===== src/rtl/add_accum_pkg.sv =====
// Shared types and widths for the add_accum group accumulator.
package add_accum_pkg;

  typedef enum logic [1:0] {
    IDLE,
    ACCUM,
    HOLD
  } state_t;

  localparam int OPERAND_W = 33;
  localparam int COUNT_W   = 8;

endpackage


===== src/rtl/add_accum.sv =====
// Accumulates {cout,sum} adder results into groups and hands each group total downstream.
// Build option: define ADD_ACCUM_SAT_EN to saturate the accumulator on overflow instead of wrapping.
module add_accum
  import add_accum_pkg::*;
#(
  parameter int N_TERMS = 4,
  parameter int ACC_W   = 40
) (
  input  logic             clk,
  input  logic             rst,
  input  logic             in_valid,
  output logic             in_ready,
  input  logic [31:0]      in_sum,
  input  logic             in_cout,
  input  logic             in_last,
  output logic             out_valid,
  input  logic             out_ready,
  output logic [ACC_W-1:0] out_total,
  output logic             out_ovf,
  output logic [7:0]       out_count
);

  // Handshake: a term moves when in_valid && in_ready; a total moves when
  // out_valid && out_ready. Neither valid waits on its own ready.

  state_t               state;
  state_t               state_n;
  logic [ACC_W-1:0]     acc;
  logic [ACC_W-1:0]     acc_n;
  logic [COUNT_W-1:0]   count;
  logic [COUNT_W-1:0]   count_n;
  logic                 ovf;
  logic                 ovf_n;
  logic [ACC_W-1:0]     operand;
  logic [ACC_W:0]       sum_ext;
  logic                 carry;
  logic                 xfer;
  logic                 close;

  assign operand = {{(ACC_W-OPERAND_W){1'b0}}, in_cout, in_sum};
  assign sum_ext = {1'b0, acc} + {1'b0, operand};
  assign carry   = sum_ext[ACC_W];

  assign in_ready  = (state != HOLD);
  assign out_valid = (state == HOLD);
  assign xfer      = in_valid && in_ready;

  // The first term of a group discards whatever the accumulator held before.
  assign count_n = (state == IDLE) ? COUNT_W'(1) : count + COUNT_W'(1);
  assign close   = (count_n == COUNT_W'(N_TERMS)) || in_last;

  always_comb begin
    acc_n = sum_ext[ACC_W-1:0];
    ovf_n = ovf | carry;
    if (state == IDLE) begin
      acc_n = operand;
      ovf_n = 1'b0;
    end
`ifdef ADD_ACCUM_SAT_EN
    else if (carry) begin
      acc_n = {ACC_W{1'b1}};
    end
`endif
  end

  always_comb begin
    state_n = state;
    case (state)
      IDLE, ACCUM: begin
        if (xfer) state_n = close ? HOLD : ACCUM;
      end
      HOLD: begin
        if (out_ready) state_n = IDLE;
      end
      default: state_n = IDLE;
    endcase
  end

  always_ff @(posedge clk) begin
    if (rst) begin
      state <= IDLE;
      acc   <= '0;
      count <= '0;
      ovf   <= 1'b0;
    end else begin
      state <= state_n;
      if (xfer) begin
        acc   <= acc_n;
        count <= count_n;
        ovf   <= ovf_n;
      end
    end
  end

  assign out_total = acc;
  assign out_ovf   = ovf;
  assign out_count = count;

endmodule


===== config.mk =====
export PLATFORM = sky130hd
export DESIGN_NAME = add_accum
export DESIGN_NICKNAME = d
export VERILOG_FILES = /design/src/rtl/add_accum_pkg.sv /design/src/rtl/add_accum.sv
export SDC_FILE = /design/constraint.sdc
export NUM_CORES = 1
export LEC_CHECK = 0
export CAP_MARGIN = 20
export CORE_ASPECT_RATIO = 0.6
export CORE_MARGIN = 3
export CORE_UTILIZATION = 52
export DETAILED_ROUTE_END_ITERATION = 8
export GPL_ROUTABILITY_DRIVEN = 1
export GPL_TIMING_DRIVEN = 0
export HOLD_SLACK_MARGIN = 0.08
export PLACE_DENSITY = 0.81
export SLEW_MARGIN = 5
export SYNTH_ARGS = -nofsm -noshare
export SYNTH_HDL_FRONTEND = slang
export SYNTH_SLANG_ARGS = --single-unit

===== constraint.sdc =====
create_clock -name clk -period 3.4 [get_ports clk]
set_clock_uncertainty 0.15 [all_clocks]
set_input_delay 0.68 -clock clk [delete_from_list [all_inputs] [get_ports clk]]
set_output_delay 0.68 -clock clk [all_outputs]
set_load 0.01 [all_outputs]

== Word level (Yosys, flattened, before mapping) ==
Cells that the tools add are included.
Cells by class
  muxes and demuxes: 7
  bitwise operators: 1
  equal/unequal tests: 6
  reductions and logical operators: 5
  add/subtract/negate cells: 2
Operators by type and width (number)
  40-bit by 33-bit adder with 41-bit output: 1
  40-bit two-way mux: 1
  8-bit by 1-bit adder with 8-bit output (second input constant): 1
  8-bit by 3-bit equality test with 1-bit output (second input constant): 1
  8-bit two-way mux: 1
  2-bit two-way mux: 3
  2-bit != test (second input constant): 2
  2-bit case mux with 2 select lines: 1
  2-bit by 1-bit equality test with 1-bit output (second input constant): 1
  2-bit equality test (second input constant): 1
  2-bit zero test: 1
  2-bit by 1-bit != test with 1-bit output (second input constant): 1
  2-bit AND reduction: 1
  2-bit OR reduction: 1
  1-bit logical AND: 1
  1-bit logical OR: 1
  1-bit two-way mux: 1
  1-bit OR: 1
Word-level totals
  register bits: 51
  bits of input ports: 38
  word-level logic and storage cells: 25
  output and inout bits: 51

== Longest topological paths before layout ==
Gate-level depths: netlist of the first run.
  depth after elaboration: 7
  gate-level depth with buffers: 11
  gate-level depth less buffers: 11

== Least setup slack after synthesis of the first run ==
No wires, ideal clock.
  path kind: input -> register
  from: input in_sum[0]
  to: register acc[34] (netlist: out_total[34])
  setup slack: 0.329 ns
  data required time: 3.134 ns
  arrival: 2.804 ns
  stages: 11
  buffers on the path: 0
  library setup time: 0.116 ns
  cells stage by stage: ha_1 inv_1 fa_1 nor2b_1 o2111ai_1 a2111oi_4 nor3_2 o211a_4 o21ai_4 a31oi_1 a41o_1
Between the ends
  word-level cells in the longest chain between the ends: 2
RTL lines
  start, declared: line add_accum.sv:13  | input logic [31:0] in_sum,
  40-bit by 33-bit adder with 41-bit output: line add_accum.sv:41  | assign sum_ext = {1'b0, acc} + {1'b0, operand};
  40-bit two-way mux: line add_accum.sv:55  | if (state == IDLE) begin
  end signal, assigned: line add_accum.sv:88  | acc <= acc_n;
  end, declared: line add_accum.sv:28  | logic [ACC_W-1:0] acc;
No other way between the ends.
A chain may end at the register's enable or synchronous reset.

== Worst setup path after layout of the first run ==
  from: input in_sum[17]
  to: register ovf (netlist: out_ovf)
Between the ends
  word-level cells in the longest chain between the ends: 3
RTL lines
  40-bit by 33-bit adder with 41-bit output: line add_accum.sv:41
  1-bit OR: line add_accum.sv:54  | ovf_n = ovf | carry;
  1-bit two-way mux: line add_accum.sv:55
  end signal, assigned: line add_accum.sv:90  | ovf <= ovf_n;
  end, declared: line add_accum.sv:32  | logic ovf;
No other way between the ends.

==> results.cfg, run 1 <==
[drt]
ant_nets = 0
num_vias = 4838
drt-wirelength-per-cell_um = 19.19
firstDrtPassIters = 5
drt_iter0_markers = 642
vias_per_cell = 6.408
detail_route.wirelength_mm = 14.49
drc = 0

[timing]
finalHoldViolCount = 0
finalSetupViolCount = 0
fin_crit_sh_pct = 99.08
fin_ws_ps = 31.24
layout_min_cycle_time_ps = 3369
finalMaxSlewViolations = 0
clock.fmax_ghz = 0.2968
relSlewSlack_pct = 43.27
finalSetupTns_ps = 0
whs_ps = 330.0
rsz0062_at_grt = false
tightestPinTransition_ps = 851.0

[final_layout]
stdcell_count = 755
area_growth_pct = 32.44
fin_util_pct = 74.06
antenna_cells = 0
fin_nets = 723
layout-drive-gt1-share_pct = 9.217

[run]
cap_violations = 0

[critical_path]
cp.arrival_ps = 3390
worst_path_max_delay_cell = clkdlybuf4s50_1
startpoint_type = input port
path_cells = clkdlybuf4s50_1, ha_1, buf_6, a21oi_2, o21ai_0, a221o_1, nor3_4, o211a_4, o21ai_4, buf_4, a31oi_1, nor2_1
rr_worst_depth = 11
slowest_delay_ps = 480
cp_num_buf_inv = 3
reg2reg_slack_ps = 410
cp_max_fo = 9
worstSetupStartpoint = in_sum[17]
worstReg2RegEnd = out_total[34]$_SDFFE_PP0P_
path_class = input port to register
cp_top_family = compound AO/OA/AOI/OAI gates
cp-end-kind = register
r2r-start = out_total[0]$_SDFFE_PP0P_
critPathRequiredTime_ps = 3420

[placed_design]
io_buffers = 86
pre_cts_slack_ps = -512.6
dp.cells = 737
dpl.hpwl_mm = 10.71
gp_congestion = 0.9590

[logic_synthesis]
yosysTopAreaCellShare_pct = 24.13
ys_seq_elements = 51
synth_top_area_cell = dfxtp_1
synth_top_family_by_area = compound AO/OA/AOI/OAI gates
netlist_top_cells_area = dfxtp_1, ha_1, nand2_1, a21o_1, a21oi_1
synth_compound_area_share_pct = 31.99
synth_xor_area_share_pct = 5.795
synth_commonest_cells = nand2_1, dfxtp_1, nor2_1
synthSimpleGateAreaFrac_pct = 21.05
async_flop_share_pct = 0
syn_area_per_cell_sq_um = 7.736
yosysMostFrequentCell = nand2_1
synth_cell_types = 68
synth_seq_area_share_pct = 24.13
synth_ff_type = dfxtp_1
synth_warnings = 0
yosys.area_share.adder_pct = 10.53
syn-num-nets = 620
synthCells = 547
synth_area_sq_mm = 0.004232
synth_edf_count = 0
muxShareOfSynthArea_pct = 1.685

[global_routing]
grt.overflow.total = 0
antenna_found_initial = 0
track_usage_pct = 30.58
grt_pass1_wl_mm = 22.26
grt_max_degree = 19
grt_pass1_vias = 4351

[clocking]
cts-root-buf = clkbuf_16
ctsHoldBuffers = 0
clock-sinks = 51
numCtsBuffers = 5
clockBufferDepth = 2
cts_htree_levels = 2
cts_tree = built
insertion_delay_ps = 310
clk_pin_slew_ps = 80

[power]
leakagePower_uw = 0.002384
peakVddDrop_uv = 215.3
powerDensity_mw_per_mm2 = 370.3

[floorplan]
die_y_um = 75.88
core_area_sq_mm = 0.007567
num_io_pins = 89
die_w_um = 122.5
die-area_sq_mm = 0.009292
rows = 24
initial_utilization_pct = 55.92

[hold_path]
min_to = out_total[35]$_SDFFE_PP0P_
hold_depth = 2
worstHoldPathType = register to register
worstHoldStart = out_total[35]$_SDFFE_PP0P_

[outcome]
status = finished clean
[state kept, by name, summed over array words and instances, names as in the netlist]
name	cells
out_count	8
out_ovf	1
out_total	40
state	2
[how the worst max path moves through the flow]
stage / to / slack, ps / cells after the start
detailed placement: out_total[32]$_SDFFE_PP0P_ / -510 / 12
CTS: out_total[38]$_SDFFE_PP0P_ / 3 / 12
global route: out_total[27]$_SDFFE_PP0P_ / 10 / 9
global placement: out_total[32]$_SDFFE_PP0P_ / -510 / 12
finish: out_ovf$_SDFFE_PP0P_ / 30 / 12
floorplan: out_total[34]$_SDFFE_PP0P_ / 330 / 11
[report_power, final]
part | internal [uW] | total, uW | switching (uW)
registers | 636 | 675 | 38.6
logic | 376 | 852 | 476
clock network | 281 | 548 | 268
[cells by family (layout without fill, tap and decap cells)]
family          count (synthesis)  after routing
xor+xnor                       28             28
fa+ha+maj                      35             35
flops                          51             51
buf+inv                        48            152
mux                             7              7
simple gates                  188            188
compound gates                190            190
[layer usage]
metal,track usage [%],wire length [um]
met1,46.12,6841
met2,44.10,5930
met3,5.712,1547
met4,8.685,172
met5,0,0
[cell type report]
cell class                      count  area, sq um
Buffer                             36        165.2
Clock buffer                        5        125.1
Clock inverter                      3        26.28
Fill cell                         608         1963
Inverter                           12        45.04
Multi-Input combinational cell    448         3146
Sequential cell                    51         1021
Tap cell                          104        130.1
Timing Repair Buffer               96        945.9
[worst reg2reg max path, stage by stage, from the launching register on]
cell and delay [ps]:
dfxtp_1 370, ha_2 200, inv_1 60, fa_2 410, nor2b_4 160, o2111ai_4 160
a2111oi_4 390, nor3_4 110, o211a_4 300, o21ai_4 250, a31oi_1 120, a41o_1 230
[what timing repair did]
item                       CTS  global route
pin swaps                    6            10
resized for setup           11            18
setup endpoints to repair   11            25
setup buffers                5             5
[through the flow]
stage / total power, uW / instance area, sq um
detailed placement: 1449 / 5223
global placement: 1432 / 5223
floorplan: 1183 / 4232
CTS: 2027 / 5475
finish: 2075 / 5604
global route: 2175 / 5604
[cell usage in the layout (no fill, tap or decap), drive strengths merged, types with 14 or more instances in the layout]
master / synthesis / layout
clkdlybuf4s50: 0 / 82
o21ai: 36 / 36
a31oi: 14 / 14
ha: 34 / 34
a21oi: 40 / 40
inv: 12 / 14
dfxtp: 51 / 51
buf: 12 / 22
xor2: 15 / 15
a21o: 28 / 28
nor2: 44 / 44
nand3: 16 / 16
clkbuf: 24 / 29
nand2: 72 / 72
No activity file was read; power rests on OpenSTA's default activity.
==> run 2: changes to the inputs <==
--- a/config.mk
+++ b/config.mk
@@ -5,7 +5,6 @@
 export SDC_FILE = /design/constraint.sdc
 export NUM_CORES = 1
 export LEC_CHECK = 0
-export CAP_MARGIN = 20
 export CORE_ASPECT_RATIO = 0.6
 export CORE_MARGIN = 3
 export CORE_UTILIZATION = 52
==> results of run 2 <==
The final DEF is identical to that of run 1; final timing and power are the same.
==> run 3: changes to the inputs <==
--- a/config.mk
+++ b/config.mk
@@ -6,7 +6,7 @@
 export NUM_CORES = 1
 export LEC_CHECK = 0
 export CORE_ASPECT_RATIO = 0.6
-export CORE_MARGIN = 3
+export CORE_MARGIN = 8
 export CORE_UTILIZATION = 52
 export DETAILED_ROUTE_END_ITERATION = 8
 export GPL_ROUTABILITY_DRIVEN = 1
==> run 3 against run 2 <==
Sequential power hardly changed. Critical endpoint is now out_total[4]$_SDFFE_PP0P_. Via count up 0.48%. Combinational power up 2%. Largest cell class unchanged.
==> results.cfg, run 3 (synthesis results as in run 1) <==
[run]
cap_violations = 0

[drt]
vias_per_cell = 6.354
firstDrtPassIters = 6
drt_iter0_markers = 565
detail_route.wirelength_mm = 15.16
num_vias = 4861
drc = 0
ant_nets = 0
drt-wirelength-per-cell_um = 19.82

[outcome]
status = finished clean

[final_layout]
layout-drive-gt1-share_pct = 10.35
fill_cells = 639
stdcell_count = 765
largest_register_ffs = 40
layout_common_cells = clkdlybuf4s50_1, nand2_1, dfxtp_1, nor2_1, a21oi_1
layout_commonest_cell = clkdlybuf4s50_1
area_growth_pct = 35.01
antenna_cells = 0
fin_nets = 729
final_area_sq_mm = 0.005713
fin_util_pct = 72.48

[hold_path]
worstHoldStart = out_total[30]$_SDFFE_PP0P_
hold_depth = 2
min_to = out_total[30]$_SDFFE_PP0P_
worstHoldPathType = register to register

[clocking]
clock-sinks = 51
cts_tree = built
insertion_delay_ps = 310
cts_htree_levels = 2
clk_pin_slew_ps = 80
clockBufferDepth = 2
cts-root-buf = clkbuf_16
numCtsBuffers = 5

[placed_design]
placed_area_sq_mm = 0.005228
io_buffers = 86
dp.cells = 741
dpl.hpwl_mm = 11.06
gp_congestion = 0.9394

[power]
peakVddDrop_uv = 196.6
leakagePower_uw = 0.002432
power_uw = 2182
powerDensity_mw_per_mm2 = 382.0

[floorplan]
core_area_sq_mm = 0.007883
num_io_pins = 89
die_y_um = 85.88
initial_utilization_pct = 53.68
die-area_sq_mm = 0.01138
rows = 25
die_w_um = 132.5

[timing]
finalMaxSlewViolations = 0
whs_ps = 345.1
finalSetupViolCount = 0
finalHoldViolCount = 0
tightestPinTransition_ps = 890.5
layout_min_cycle_time_ps = 3372
clock.fmax_ghz = 0.2966
fin_crit_sh_pct = 99.18
relSlewSlack_pct = 40.64

[critical_path]
cp_max_fo = 4
r2r-start = out_total[0]$_SDFFE_PP0P_
cp-end-kind = register
critPathRequiredTime_ps = 3470
reg2reg_slack_ps = 440
rr_worst_depth = 11
startpoint_type = input port
worstReg2RegEnd = out_total[34]$_SDFFE_PP0P_
cp.arrival_ps = 3450
path_class = input port to register

[global_routing]
grt_pass1_wl_mm = 23.62
track_usage_pct = 25.20
antenna_found_initial = 0
grt_max_degree = 17
grt_pass1_vias = 4631
grt.overflow.total = 0
[run 3: repair_timing]
item | 4_1_cts | 5_1_grt
endpoints found under the setup margin | 9 | 22
resized for setup | 8 | 23
pin swaps | 6 | 13
cloned | 0 | 0
buffers inserted | 11 | 5
hold buffers | 0 | 0
[run 3: metal layers]
metal | global-route usage [%] | share of wire [%]
met5 | 0 | 0
met4 | 4.816 | 1.4
met3 | 7.118 | 10
met2 | 38.62 | 44
met1 | 34.51 | 45
[run 3: worst max-delay path, cell delays in order]
cell and delay, ps:
clkdlybuf4s50_1 590, ha_4 250, nor2b_4 140, buf_4 130, buf_4 120, buf_4 120
buf_4 120, buf_4 120, buf_4 120, buf_4 120, buf_4 130, o21a_1 180
nor2_1 140, xnor2_1 140, nand2_1 80, a311oi_2 270
[run 3: stage by stage]
stage / setup slack [ps] / TNS, ps
after floorplan: 329.5 / 0
after global routing: -26.75 / -26.75
final: 28.01 / 0
after CTS: 3.048 / 0
after detailed placement: -508.0 / -6534
after global placement: -483.2 / -5303
[run 3: worst max path at each step]
stage / startpoint / end / slack [ps] / cells past startpoint
floorplan: in_sum[0] / out_total[34]$_SDFFE_PP0P_ / 330 / 11
CTS: in_sum[4] / out_total[27]$_SDFFE_PP0P_ / 3 / 10
global route: in_sum[2] / out_total[4]$_SDFFE_PP0P_ / -30 / 16
finish: in_sum[2] / out_total[4]$_SDFFE_PP0P_ / 30 / 16
detailed placement: in_sum[0] / out_total[32]$_SDFFE_PP0P_ / -510 / 12
global placement: in_sum[0] / out_total[32]$_SDFFE_PP0P_ / -480 / 12
[run 3: final cells by class]
type                            count  area [sq um]  share of cell area (%)
Tap cell                          108         135.1                   2.365
Clock inverter                      2         38.79                  0.6789
Sequential cell                    51          1021                   17.87
Inverter                           12         45.04                  0.7884
Buffer                             36         161.4                   2.825
Clock buffer                        6         138.9                   2.431
Multi-Input combinational cell    448          3182                   55.69
Timing Repair Buffer              102         991.0                   17.35
[run 3: power breakdown]
group / leakage (uW) / switching, uW / internal, uW
registers: 0.000419 / 38.9 / 636
logic: 0.00193 / 484 / 386
clock network: 0.0000875 / 265 / 372
total: 0.00243 / 788 / 1390
